**src/rtl/key_pulse.sv**
```systemverilog
// Button conditioner: per-channel 2-flop sync, debounce, and press/release strobes.
// Define KEY_PULSE_REPEAT_EN to add hold-to-repeat press strobes.
module key_pulse #(
  parameter int unsigned CHANNELS         = 4,
  parameter int unsigned CLK_FREQ         = 10,
  parameter int unsigned DEBOUNCE_US      = 10000,
  parameter int unsigned REPEAT_DELAY_US  = 500000,
  parameter int unsigned REPEAT_PERIOD_US = 100000
) (
  input  logic                clk,
  input  logic                rst_n,
  input  logic                en,
  input  logic [CHANNELS-1:0] btn_i,
  output logic [CHANNELS-1:0] level,
  output logic [CHANNELS-1:0] press,
  output logic [CHANNELS-1:0] release_o
);

  localparam int unsigned DbCyc = (CLK_FREQ * DEBOUNCE_US > 0) ? CLK_FREQ * DEBOUNCE_US : 1;
  localparam int unsigned RdCyc = (CLK_FREQ * REPEAT_DELAY_US > 0) ?
                                  CLK_FREQ * REPEAT_DELAY_US : 1;
  localparam int unsigned RpCyc = (CLK_FREQ * REPEAT_PERIOD_US > 0) ?
                                  CLK_FREQ * REPEAT_PERIOD_US : 1;
  localparam int unsigned MaxCyc = (DbCyc > RdCyc) ? ((DbCyc > RpCyc) ? DbCyc : RpCyc) :
                                                     ((RdCyc > RpCyc) ? RdCyc : RpCyc);
  localparam int unsigned CntW = (MaxCyc > 1) ? $clog2(MaxCyc) : 1;

  localparam logic [CntW-1:0] DbLast = CntW'(DbCyc - 1);
`ifdef KEY_PULSE_REPEAT_EN
  localparam logic [CntW-1:0] RdLast = CntW'(RdCyc - 1);
  localparam logic [CntW-1:0] RpLast = CntW'(RpCyc - 1);

  typedef enum logic [1:0] {StIdle, StHeld, StDelay, StRepeat} state_e;
`else
  typedef enum logic {StIdle, StHeld} state_e;
`endif

  logic [CHANNELS-1:0] s1_q, s2_q;
  logic [CHANNELS-1:0] level_q, level_d;
  logic [CHANNELS-1:0] press_q, press_d;
  logic [CHANNELS-1:0] release_q, release_d;

  always_ff @(posedge clk) begin
    if (!rst_n) begin
      s1_q      <= '0;
      s2_q      <= '0;
      level_q   <= '0;
      press_q   <= '0;
      release_q <= '0;
    end else begin
      s1_q      <= btn_i;
      s2_q      <= s1_q;
      level_q   <= level_d;
      press_q   <= press_d;
      release_q <= release_d;
    end
  end

  assign level     = level_q;
  assign press     = press_q;
  assign release_o = release_q;

  for (genvar i = 0; i < CHANNELS; i++) begin : g_ch
    logic [CntW-1:0] dcnt_q, dcnt_d;
    logic            lvl_nxt, rise, fall, due;
    state_e          state_q, state_d;
`ifdef KEY_PULSE_REPEAT_EN
    logic [CntW-1:0] rcnt_q, rcnt_d;
`endif

    // Level flips only after s2 has disagreed with it for DbCyc consecutive edges.
    always_comb begin
      dcnt_d  = dcnt_q;
      lvl_nxt = level_q[i];
      rise    = 1'b0;
      fall    = 1'b0;
      if (s2_q[i] == level_q[i]) begin
        dcnt_d = '0;
      end else if (dcnt_q == DbLast) begin
        lvl_nxt = s2_q[i];
        dcnt_d  = '0;
        rise    = s2_q[i];
        fall    = ~s2_q[i];
      end else begin
        dcnt_d = dcnt_q + 1'b1;
      end
    end

    always_ff @(posedge clk) begin
      if (!rst_n) begin
        dcnt_q  <= '0;
        state_q <= StIdle;
`ifdef KEY_PULSE_REPEAT_EN
        rcnt_q  <= '0;
`endif
      end else begin
        dcnt_q  <= dcnt_d;
        state_q <= state_d;
`ifdef KEY_PULSE_REPEAT_EN
        rcnt_q  <= rcnt_d;
`endif
      end
    end

    always_comb begin
      state_d = state_q;
`ifdef KEY_PULSE_REPEAT_EN
      rcnt_d  = rcnt_q;
`endif
      if (fall) begin
        state_d = StIdle;
`ifdef KEY_PULSE_REPEAT_EN
        rcnt_d  = '0;
`endif
      end else begin
        case (state_q)
          StIdle: begin
            if (rise) begin
`ifdef KEY_PULSE_REPEAT_EN
              state_d = StDelay;
              rcnt_d  = '0;
`else
              state_d = StHeld;
`endif
            end
          end
`ifdef KEY_PULSE_REPEAT_EN
          StDelay: begin
            if (rcnt_q == RdLast) begin
              state_d = StRepeat;
              rcnt_d  = '0;
            end else begin
              rcnt_d = rcnt_q + 1'b1;
            end
          end
          StRepeat: begin
            if (rcnt_q == RpLast) rcnt_d = '0;
            else                  rcnt_d = rcnt_q + 1'b1;
          end
`endif
          default: ;
        endcase
      end
    end

    // Counting is never gated; en only masks the strobes, so no catch-up burst.
    always_comb begin
      due = 1'b0;
      case (state_q)
        StIdle:   due = rise;
`ifdef KEY_PULSE_REPEAT_EN
        StDelay:  due = (rcnt_q == RdLast) & ~fall;
        StRepeat: due = (rcnt_q == RpLast) & ~fall;
`endif
        default:  due = 1'b0;
      endcase
    end

    assign level_d[i]   = lvl_nxt;
    assign press_d[i]   = due & en;
    assign release_d[i] = fall & en;
  end

endmodule
```
**config.mk**
```make
export PLATFORM = sky130hd
export DESIGN_NAME = key_pulse
export DESIGN_NICKNAME = d
export VERILOG_FILES = /design/src/rtl/key_pulse.sv
export SDC_FILE = /design/constraint.sdc
export NUM_CORES = 1
export LEC_CHECK = 0
export BUFFER_PORTS_ARGS = -buffer_cell sky130_fd_sc_hd__buf_2
export CAP_MARGIN = 20
export CORE_UTILIZATION = 35
export CTS_CLUSTER_DIAMETER = 120
export DETAILED_ROUTE_END_ITERATION = 10
export PLACE_DENSITY = 0.61
export REMOVE_ABC_BUFFERS = 1
export SLEW_MARGIN = 40
export SYNTH_ARGS = -nofsm -noshare
export SYNTH_HDL_FRONTEND = slang
export SYNTH_SLANG_ARGS = --single-unit
export TNS_END_PERCENT = 30
```
**constraint.sdc**
```tcl
create_clock -name clk -period 4.4 [get_ports clk]
set_clock_uncertainty 0.15 [all_clocks]
set_input_delay 0.44 -clock clk [delete_from_list [all_inputs] [get_ports clk]]
set_output_delay 0.44 -clock clk [all_outputs]
set_load 0.05 [all_outputs]
```
# Word-level counts from Yosys, hierarchy flattened
# Cells that the tools add are included.
[word_totals]
inputBits = 7
word_cells = 85
reg_bits = 116
out_inout_bits = 12
[classes]
n_eq_ne = 8
mux = 28
reduce_logical = 12
bitwise_logic = 17
n_addsub = 4
[op_table]
columns = ["operator", "count"]
rows = [
  ["$add A23 B1 Y23 const B", 4],
  ["$eq A23 B17 Y1 const B", 4],
  ["$mux W1", 28],
  ["$reduce_or A3 Y1", 4],
  ["$not A1 Y1", 9],
  ["$and A1 B1 Y1", 8],
  ["$reduce_and A2 Y1", 4],
  ["$reduce_or A2 Y1", 4],
  ["$eq A1 B1 Y1", 4],
]

# Depth between registers and ports, before layout
[depth]
ltp_word = 5
mapped_depth = 7

# Worst setup path before layout
# Ideal clock, no wire load.
[synth_timing]
kind = "register to register"
start = "register g_ch[3].dcnt_q[0]"
end = "register g_ch[3].dcnt_q[18]"
stages_incl_launch_ff = 7
arrival_ns = 1.802
period_less_slack_ns = 2.023
n_path_buf = 1
setup_time_ns = 0.071
path_slack_ns = 2.377
path_cell_list = "dfxtp_1 -> ha_1 -> nand4_1 -> or4_1 -> clkbuf_1 -> or3_1 -> a21oi_1"
[synth_via]
elab_chain_cells = 2
[synth_rtl]
columns = ["element", "line", "text"]
rows = [
  ["start: declaration", "64", "logic [CntW-1:0] dcnt_q, dcnt_d;"],
  ["start signal: assignment", "97", "dcnt_q <= dcnt_d;"],
  ["parallel branches: the longest is 2 deep, another holds $add A23 B1 Y23", "n/a", ""],
]
# Several ways; the timed one is not identified.
# A chain may end at the register's enable or synchronous reset.

# Final worst setup path
# Ends and elaborated chain as after synthesis.

==> results <==
- Entering global routing, the biggest net connects 23 pins.
- The type of element launching the critical path is a flip-flop.
- The number of setup buffers added after CTS is 0.
- The die width is 123 um.
- The number of buffers and inverters on the critical path is 0.
- The netlist uses 42 different library cells.
- The switching power is 493 uW.
- In this run the tightest slew margin relative to its limit is 59.5%.
- TritonCTS built the clock tree.
- Gates resized during post-CTS repair numbered 0.
- Setup repair after global routing left no endpoint under its margin.
- The async set or reset register ratio after synthesis is 0%.
- In this run, synthesis produced a sequential element count of 116.
- The maximum achievable frequency is 449 MHz.
- Counting along the longest clock path gives a buffer depth of 2.
- Across the run, the number of max-cap violations was 0.
- The global route total overflow is 0.
- The kind of cell with the highest combined delay along the critical path is simple AND/OR/NAND/NOR gates.
- The portion of total power attributed to combinational logic is 1.1%.
- The flow ran to the end, and the final reports show no timing, DRC or antenna violations.
- The sequential power share is 43.3%.
- Net switching is 20.0% of the power.
- The count of TritonRoute iterations in the first routing pass is 4.
- The total design power is 2.47 mW.
- The time the worst path needs with I/O delays and setup is 2.23 ns.
- Clock tree synthesis inserted a total of 17 buffers.
- The via count of the first global-routing pass is 4019.
- The largest single stage delay on the critical path is 0.71 ns.
- The number of DRC violations after detailed-routing iteration 0 is 222.
- The worst setup path is captured at a flip-flop.
- After clock tree synthesis, the clock-pin slew on the worst setup and hold paths is 0.05 ns.
- The clock group share of total power is 55.6%.
- The first global-routing pass estimated 18600 um of wire.
- The critical path in this run is classified as reg2reg.
- Setup total negative slack on the finished layout was measured at 0 ns.
- Compared with the post-synthesis result, the final layout area differs by 16.8%.
- The worst hold path belongs to the class in2reg.
- The initial antenna violation count came to 0.
- Using the TritonRoute via totals, the vias-per-cell ratio works out to 5.46.
- Summing all non-filler instances in the final layout gives an area of 6030 um2.
- The worst-case IR drop observed on VDD is 0.000285 V.
- The number of buffers inserted for hold repair after clock tree synthesis is 0.
- STA puts the critical path data arrival time at 2.42 ns.
- At the end of the flow, the number of nets in the layout was 627.
- The total track usage is 15.8%.
- In this run the vertical extent of the chip is 123 um.
- The post-route netlist has 10.2% of its cells at a drive strength greater than 1.
- The floorplan has 43 rows.
- The detailed-route wire length per cell is 13.7 um.
- After synthesis the cells add up to 5160 um2.
- The number of flops mapped to enable cells by yosys is 0.
- The number of nets still failing antenna checks after routing is 0.
- The number of max-slew violations in the final report came to 0.
- The final wirelength is 11100 um.
- Summed over all nets, the half-perimeter wirelength after detailed placement is 7480 um.
- The number of I/O port buffers is 18.
- During synthesis, Yosys emitted a total of 0 warnings.
- The maximum fanout count along the critical path is 7.
- The leakage power is 1.81 nW.
- The part of the cycle the worst path needs is 50.6%.
- CTS saw 116 sinks.
- The post-detailed-placement cell area is 5420 um2.
- The clock latency reported for the late side of the worst-skew pair is 0.42 ns.
- Final hold analysis gives a worst-case slack of 0.0794 ns.
- Internal power comes to 1.97 mW.
- The share of synthesized area occupied by flip-flops and latches is 45.0%.
- For the pin with the worst max-slew slack, the measured transition is 0.605 ns.
- 19 I/O pins were placed.
- Summing over every cut layer, the via total after detailed routing is 4419.
- The overall die area is 15200 um2.
- The total area inside the core boundary comes to 14100 um2.
- The synthesized netlist cell count is 594.
- The count of final hold-check violations is 0.
- Dividing total power by cell area gives a power density of 409 nW/um2.
- The critical path required time is 4.60 ns.
- At the end of routability-driven placement, the weighted congestion stood at 0.781.
- In the routed design, unresolved DRC markers number 0.
- The signal on the critical path passes through ha_1 -> nand4_1 -> or4_1 -> or3_1 -> a21oi_1.
- The most used flip-flop cell after synthesis is dfxtp_1.
- The number of antenna diodes in the final layout is 0.
- The total number of H-tree levels is 4.
- For this configuration, the core starts out at a cell density of 36.4%.
- The cell at the root of the clock tree is clkbuf_16.
- The count of final setup violators is 0.
- The highest-delay cell along the critical path is or4_1.
- The synthesized area per cell is 8.68 um2.
cell usage in the layout (no fill, tap or decap), types with 19 or more instances in the layout:
cell / Yosys / routed
o21ai_0: 27 / 25
nor4_1: 21 / 21
nand4_1: 28 / 28
nor2_1: 59 / 59
xor2_1: 19 / 19
nand3_1: 38 / 38
nand2_1: 31 / 31
xnor2_1: 32 / 32
or3_1: 21 / 21
a21oi_1: 38 / 38
dfxtp_1: 116 / 116
or4_1: 20 / 20
inv_1: 19 / 19
metal layers:
metal | up-vias | part of all wire, % | GRT usage, %
met5 | - | 0 | 0
met4 | 0 | 2.2 | 8.89
met3 | 18 | 3.8 | 4.34
met2 | 76 | 47 | 25.2
met1 | 2105 | 47 | 19.1
li1 | 2220 | - | -
Yosys cell counts, types with 2 or more instances:
cell / number / share of area, %
nor2_1: 59 / 4.3
dfxtp_1: 116 / 45
or4_4: 2 / 0.44
nor4_1: 21 / 2.5
xnor2_1: 32 / 5.4
and2_1: 10 / 1.2
and4_1: 6 / 1.0
inv_1: 19 / 1.4
o211ai_1: 2 / 0.29
clkbuf_1: 13 / 0.95
a21oi_1: 38 / 3.7
nand3_2: 2 / 0.39
nand2_1: 31 / 2.3
ha_1: 4 / 0.97
o21a_1: 4 / 0.58
nand4_1: 28 / 3.4
and3_1: 12 / 1.5
or2_2: 3 / 0.36
nand2b_1: 4 / 0.49
nand3_1: 38 / 3.7
o21ai_0: 27 / 2.6
a31oi_1: 3 / 0.36
nor4b_1: 6 / 1.0
nor4bb_1: 3 / 0.58
o31ai_1: 17 / 2.5
or3_1: 21 / 2.5
buf_2: 4 / 0.39
or4_1: 20 / 2.9
nor3_1: 18 / 1.7
xor2_1: 19 / 3.2
area by class of cell:
class | instances | area, um2
clock buffers | 24 | 502
clock inverters | 8 | 97.6
fillers | 1380 | 8120
inverters | 19 | 71.3
multi-input cells | 441 | 2700
flip-flops and latches | 116 | 2320
well taps | 180 | 225
repair buffers | 21 | 113
through the flow:
step	cells	utilization, %	setup slack [ns]
final	809	42.6	2.17
after global routing	809	42.6	1.99
after CTS	809	42.5	2.07
after detailed placement	777	38.3	2.08
after global placement	777	38.3	2.21
after floorplan	576	-	1.77
sequential cells by signal (all words and copies together), names as in the netlist:
signal / cells
s2_q: 4
s1_q: 4
g_ch.dcnt_q: 92
press: 4
g_ch.state_q: 4
level: 4
release_o: 4
power groups by stage:
stage                     sequential, mW  combinational, mW  clock, mW
after floorplan                     1.09             0.0167          0
after detailed placement            1.09             0.0278          0
after CTS                           1.07             0.0278       1.40
final                               1.07             0.0278       1.37
after global routing                1.07             0.0313       1.45
after global placement              1.09             0.0267          0
path summary, 6_finish.rpt:
kind,start,end,slack (ns),cells past startpoint
max,g_ch[3].dcnt_q[0]$_SDFF_PP0_,g_ch[3].dcnt_q[18]$_SDFF_PP0_,2.17,5
min,btn_i[1],s1_q[1]$_SDFF_PN0_,0.08,2
max reg2reg,g_ch[3].dcnt_q[0]$_SDFF_PP0_,g_ch[3].dcnt_q[18]$_SDFF_PP0_,2.17,5
min reg2reg,s1_q[3]$_SDFF_PN0_,s2_q[3]$_SDFF_PN0_,0.28,1
worst register-to-register path, stage by stage, from the launching register on:
cell and delay, ns:
dfxtp_1 0.36, ha_1 0.24, nand4_1 0.20, or4_1 0.71
or3_1 0.36, a21oi_1 0.14
cells by family after synthesis:
logic type	share of synthesized area, %
flops	45.0
fa+ha+maj	0.970
xor+xnor	8.66
simple gates	31.6
compound gates	10.8
buf+inv	2.94
No activity file was read; power rests on OpenSTA's default activity.
